**src/rtl/emitter_axis_arbiter.sv**
```systemverilog
// rtl/emitter_axis_arbiter.sv - packet-atomic round-robin AXI-stream arbiter for the shared emitter
//
// Merges N byte streams into one stream. A granted source keeps the grant
// until its tlast beat is accepted, so packets never interleave. The merged
// stream is driven from a single output register; only o_tready is
// combinational.
//
// Optional build macro: EMITTER_ARB_STATS_EN adds o_pkt_cnt and o_stall.
//
// Ports:
//   i_clk, i_rst        clock, asynchronous active-high reset
//   i_tdata  [N*DW]     source data, source k at [k*DW +: DW]
//   i_tlast  [N]        per-source end of packet
//   i_tvalid [N]        per-source valid
//   o_tready [N]        per-source ready, at most one bit high
//   o_tdata  [DW]       merged data
//   o_tlast             merged last
//   o_tvalid            merged valid
//   i_tready            downstream ready
//   o_grant  [IW]       current or most recent granted source
//   o_busy              high while a packet is locked
//   o_pkt_cnt [16]      (stats build) packets accepted, wrapping
//   o_stall             (stats build) granted source idle during a lock

module emitter_axis_arbiter #(
  parameter int N  = 4,
  parameter int DW = 8,
  localparam int IW = $clog2(N)
) (
  input  logic            i_clk,
  input  logic            i_rst,
  input  logic [N*DW-1:0] i_tdata,
  input  logic [N-1:0]    i_tlast,
  input  logic [N-1:0]    i_tvalid,
  output logic [N-1:0]    o_tready,
  output logic [DW-1:0]   o_tdata,
  output logic            o_tlast,
  output logic            o_tvalid,
  input  logic            i_tready,
  output logic [IW-1:0]   o_grant,
  output logic            o_busy
`ifdef EMITTER_ARB_STATS_EN
  ,
  output logic [15:0]     o_pkt_cnt,
  output logic            o_stall
`endif
);

  typedef enum logic {IDLE, LOCK} state_t;

  state_t        state;
  logic [IW-1:0] ptr;

  logic          free;
  logic          accept;
  logic          sel_tvalid;
  logic          sel_tlast;
  logic [DW-1:0] sel_tdata;

  logic          found;
  logic [IW-1:0] pick;
  logic [IW-1:0] cand;
  logic [IW-1:0] ptr_next;

  // The output register can take a beat when empty or draining this cycle.
  assign free = !o_tvalid || i_tready;

  always_comb begin
    sel_tvalid = i_tvalid[o_grant];
    sel_tlast  = i_tlast[o_grant];
    sel_tdata  = i_tdata[int'(o_grant) * DW +: DW];
  end

  assign accept = (state == LOCK) && sel_tvalid && free;

  always_comb begin
    o_tready = '0;
    if (state == LOCK && !i_rst) begin
      o_tready[o_grant] = free;
    end
  end

  // Rotating priority search starting at ptr.
  always_comb begin
    found = 1'b0;
    pick  = '0;
    cand  = '0;
    for (int i = 0; i < N; i++) begin
      cand = IW'((int'(ptr) + i) % N);
      if (!found && i_tvalid[cand]) begin
        found = 1'b1;
        pick  = cand;
      end
    end
  end

  assign ptr_next = (o_grant == IW'(N - 1)) ? '0 : o_grant + 1'b1;

  always_ff @(posedge i_clk or posedge i_rst) begin
    if (i_rst) begin
      state    <= IDLE;
      ptr      <= '0;
      o_grant  <= '0;
      o_busy   <= 1'b0;
      o_tvalid <= 1'b0;
      o_tlast  <= 1'b0;
      o_tdata  <= '0;
`ifdef EMITTER_ARB_STATS_EN
      o_pkt_cnt <= '0;
      o_stall   <= 1'b0;
`endif
    end else begin
      // Load wins over drain so a packet streams at one beat per cycle.
      if (accept) begin
        o_tdata  <= sel_tdata;
        o_tlast  <= sel_tlast;
        o_tvalid <= 1'b1;
      end else if (i_tready) begin
        o_tvalid <= 1'b0;
      end

      case (state)
        IDLE: begin
          if (found) begin
            o_grant <= pick;
            o_busy  <= 1'b1;
            state   <= LOCK;
          end
        end
        LOCK: begin
          // No timeout: an idle granted source holds the lock.
          if (accept && sel_tlast) begin
            ptr    <= ptr_next;
            o_busy <= 1'b0;
            state  <= IDLE;
          end
        end
        default: state <= IDLE;
      endcase

`ifdef EMITTER_ARB_STATS_EN
      if (accept && sel_tlast) begin
        o_pkt_cnt <= o_pkt_cnt + 16'd1;
      end
      o_stall <= (state == LOCK) && !sel_tvalid;
`else
      // statistics disabled: no counters
`endif
    end
  end

endmodule

```
**config.mk**
```make
export PLATFORM = sky130hd
export DESIGN_NAME = emitter_axis_arbiter
export DESIGN_NICKNAME = d
export VERILOG_FILES = /design/src/rtl/emitter_axis_arbiter.sv
export SDC_FILE = /design/constraint.sdc
export NUM_CORES = 1
export LEC_CHECK = 0
export CORE_UTILIZATION = 42
export CTS_CLUSTER_DIAMETER = 50
export DETAILED_ROUTE_END_ITERATION = 6
export PLACE_DENSITY = 0.94
export SYNTH_ARGS = -nofsm -noshare
export SYNTH_HDL_FRONTEND = slang
export SYNTH_SLANG_ARGS = --single-unit
```
**constraint.sdc**
```tcl
create_clock -name i_clk -period 3.48 [get_ports i_clk]
set_input_delay 0.522 -clock i_clk [delete_from_list [all_inputs] [get_ports i_clk]]
set_output_delay 0.522 -clock i_clk [all_outputs]
set_load 0.02 [all_outputs]
```
# Word-level counts from Yosys, hierarchy flattened
# Index checks and enable logic that the tools add are counted.
op_classes:
  n_eq_ne: 3
  shifts: 1
  reduce_logical: 18
  n_addsub: 4
  bitwise_logic: 2
  order_cmp: 6
  mux: 32
ops:
  columns: ["op", "count"]
  rows:
  - ["$shiftx 32x6->8", 1]
  - ["$mux 1", 17]
  - ["$lt 2x3->1 const B", 5]
  - ["$bmux 1 s2", 6]
  - ["$mux 2", 5]
  - ["$logic_and 1x1->1", 8]
  - ["$reduce_and 2->1", 3]
  - ["$logic_not 1->1", 5]
  - ["$add 2x1->2 const B", 2]
  - ["$add 2x2->2 const B", 2]
  - ["$and 4x4->4", 1]
  - ["$mux 4", 1]
  - ["$pmux 1 s2", 2]
  - ["$demux 1 s2", 1]
  - ["$eq 2x2->1 const B", 1]
  - ["$ge 2x1->1 const B", 1]
  - ["$ne 2x1->1 const B", 1]
  - ["$ne 2x2->1 const B", 1]
  - ["$reduce_bool 2->1", 1]
  - ["$logic_or 1x1->1", 1]
  - ["$not 1->1", 1]
totals:
  ff_bits: 16
  in_bits: 43
  out_inout_bits: 17
  word_cells: 73

# Longest topological paths before layout
logic_depth:
  word_depth: 14
  mapped_depth: 4
  ltp_nobuf: 4

# Worst setup path before layout
# OpenSTA, ideal clock, no wires.
synth_path:
  path_kind: "input to output"
  startpoint: "in i_rst"
  endpoint: "out o_tready[0]"
  n_path_buf: 0
  t_required_ns: 2.958
  cell_stages: 3
  t_arrival_ns: 1.373
  path_slack_ns: 1.585
  cell_sequence: "inv_1 and3_1 and2_1"
synth_between:
  elab_chain_cells: 3
synth_rtl:
  columns: ["element", "line_no", "rtl"]
  rows:
  - ["start: declaration", "31", "input logic i_rst,"]
  - ["$logic_not 1->1 (no line)", null, null]
  - ["$logic_and 1x1->1", "78", "if (state == LOCK && !i_rst) begin"]
  - ["$mux 4", "78", null]
  - ["end: declaration", "35", "output logic [N-1:0] o_tready,"]
# Every way passes these cells.

# Final worst setup path
layout_path:
  startpoint: "in i_tready"
  endpoint: "out o_tready[3]"
layout_between:
  elab_chain_cells: 3
layout_rtl:
  columns: ["element", "line_no", "rtl"]
  rows:
  - ["start: declaration", "39", "input logic i_tready,"]
  - ["$logic_or 1x1->1", "66", "assign free = !o_tvalid || i_tready;"]
  - ["$and 4x4->4 (no line)", null, null]
  - ["$mux 4", "78", null]
# Every way passes these cells.

==> results.md <==
- Status: completed
- Busiest grt layer: met2
- Detail Placement HPWL: approximately 2300 um
- Area grow syn2layout: 60.3%
- Reg-to-Reg End: o_tdata[7]
- GR Util All Layers: 0.223
- Most area-consuming cells after synthesis: dfrtp_1, mux4_1, mux2_4
- Worst-margin pin slew: between 0.5 and 0.6 ns
- Gp weighted congestion: slightly below 0.8
- Crit Path Class: primary input to output port
- Hold Crit Class: flip-flop to flip-flop
- Die area: roughly 0.0029 sq mm
- # diodes: 0
- Grt met2 use: 0.377
- Routed len/inst: between 15 and 20 um
- Clock Latency Late Sink: around 0.3 ns
- Most frequent cells in the layout: clkdlybuf4s50_1, dfrtp_1, mux4_1, mux2_4, nand2_1
- Leak Pwr: between 0.7 and 0.8 nW
- Most used flip-flop cell after synthesis: dfrtp_1
- First-pass GRT wire length: around 4300 um
- Final setup viols: 0
- Synth warn: 0
- Initial Utilization: 0.445
- CTS tree: done
- GR Layer Usage met3: 0.0402
- Reg2Reg Depth: 4
- Post-Route Utilization: 0.713
- Synth unique cells: 29
- Netlist Area Pre-Place: approximately 0.0011 sq mm
- Clk slew on worst S/H paths: around 0.1 ns
- Crit-path max FO: 4
- Slack of the worst reg-to-reg path: 1.57 ns
- Antenna violations before repair: 0
- Hold Buf Count CTS: 0
- Largest net degree at the start of global routing: 17
- Max_cap viols: 0
- Root Buffer: clkbuf_4
- Grt met1 use: 0.260
- Vias: about 1,000
- First drt pass iteration count: 4
- Hold path start: o_tlast
- Die W: 53.5 um
- Routed WL: approximately 2900 um
- Clock buffer depth: 2
- Syn Inst Count: 83
- Die Y: approximately 53 um
- WHS Endpoint: o_tlast
- Async SR Flop Fraction: 1.00
- Synth top area share: 0.360
- Core Area: roughly 0.0025 sq mm
- Period minus WS final: 2.77 ns
- Rows: 18
- Post-synthesis register bit count: 16
- RSZ-0062 raised after global routing: false
- DRC: 0
- Fmax: 0.361 GHz
- Reg2reg start: o_grant[0]
- Number of flops mapped to enable cells by yosys: 0
- Layout cells sized above 1: 0.123
- Port buffer count: 59
- H-tree levels: 1
- Syn Nets: 130
- Average size of a mapped cell: around 13 sq um
- Clk sink count: 16
- Peak VDD IR: just over 500 uV
- Required @ worst endpoint: ~3.0 ns
- Period Utilization, post-route: 0.795
- Gr ovfl total: 0
- Post-cts resize count: 0
- Slew headroom: 0.627
- Yosys top cell by area: dfrtp_1
- Critical path startpoint category: primary input
- Critical Path AT: ~2.3 ns
- Setup TNS Final: 0 ns
- Post-synthesis sequential area ratio: 0.360
- Final Hold Violating Endpoints: 0
- DR vias/cell: roughly 5.5
- Post-CTS Setup Bufs: 0
- Inserted Clock Buffers: 3
- Final net count: 194
- Most common cell after layout, fill and taps aside: clkdlybuf4s50_1
- Crit. End Element: output port
- IO Pins: 60
- Worst-case clock skew: about 0.0027 ns
- PwrDens: about 740 mW/mm^2
- Vias in the first global route: between 900 and 1,000
- Hold depth: 2
- Slew Viols, Final: 0
- DR iter-0 viols: 16
- Antenna viol nets, final: 0
==> cells by family (layout without fill, tap and decap cells) <==
logic type	after synthesis	after routing	synth area share
AND/OR/NAND/NOR	25	25	0.135
AO/OA/AOI/OAI	11	11	0.0720
buffers and inverters	7	70	0.0247
flip-flops	16	16	0.360
multiplexers	20	20	0.363
adder cells (fa/ha/maj)	4	4	0.0450
==> report_power, final <==
group	switching [mW]	leakage, nW	internal (mW)
logic	0.337	0.565	0.471
registers	0.0937	0.189	0.281
clock network	0.0671	0.0210	0.0639
==> metal layers <==
layer | wire [um] | part of all wire
met1 | 1110 | 0.39
met4 | 78 | 0.027
met2 | 1520 | 0.53
met3 | 161 | 0.056
met5 | 0 | 0
==> layout make-up <==
cell class,count,area (sq um)
clock buffers,4,36.3
fillers,187,717
inverters,5,18.8
multi-input cells,60,684
flip-flops and latches,16,400
well taps,30,37.5
repair buffers,61,606
==> worst max-delay path by stage <==
stage | cells after the start | slack (ns) | from | to
after floorplan | 3 | 1.58 | i_rst | o_tready[0]
after global placement | 5 | 0.79 | i_tready | o_tready[0]
after detailed placement | 5 | 0.73 | i_tready | o_tready[0]
after CTS | 5 | 0.72 | i_tready | o_tready[0]
after global routing | 5 | 0.63 | i_tready | o_tready[3]
final | 5 | 0.71 | i_tready | o_tready[3]
==> metrics by stage <==
step	worst slack, ns	hold WS [ns]	instances	power [mW]	cell area (sq um)
floorplan	1.58	0.441	83	0.881	1110
global placement	0.792	0.462	172	1.16	1750
detailed placement	0.727	0.470	172	1.19	1750
CTS	0.715	0.494	176	1.32	1780
global route	0.626	0.505	176	1.39	1780
finish	0.712	0.501	176	1.31	1780
==> synth_stat cells (all sizes together) (2+ instances only) <==
cell type / number
nand2: 7
mux2: 9
nand2b: 3
nor2b: 2
nor2: 3
ha: 4
a21boi: 2
inv: 5
mux4: 10
a21oi: 2
dfrtp: 16
and2: 4
==> worst max-delay path: stages <==
cell and delay, ns:
clkdlybuf4s50_1 0.44, nand2b_1 0.23, and3_1 0.29, and2_1 0.16
clkdlybuf4s50_1 0.60
==> registers in the layout, summed over array words and instances (netlist names) <==
register  count
o_busy        1
o_grant       2
o_tdata       8
o_tlast       1
o_tvalid      1
ptr           2
state         1
Power figures use the tool's default switching activity.
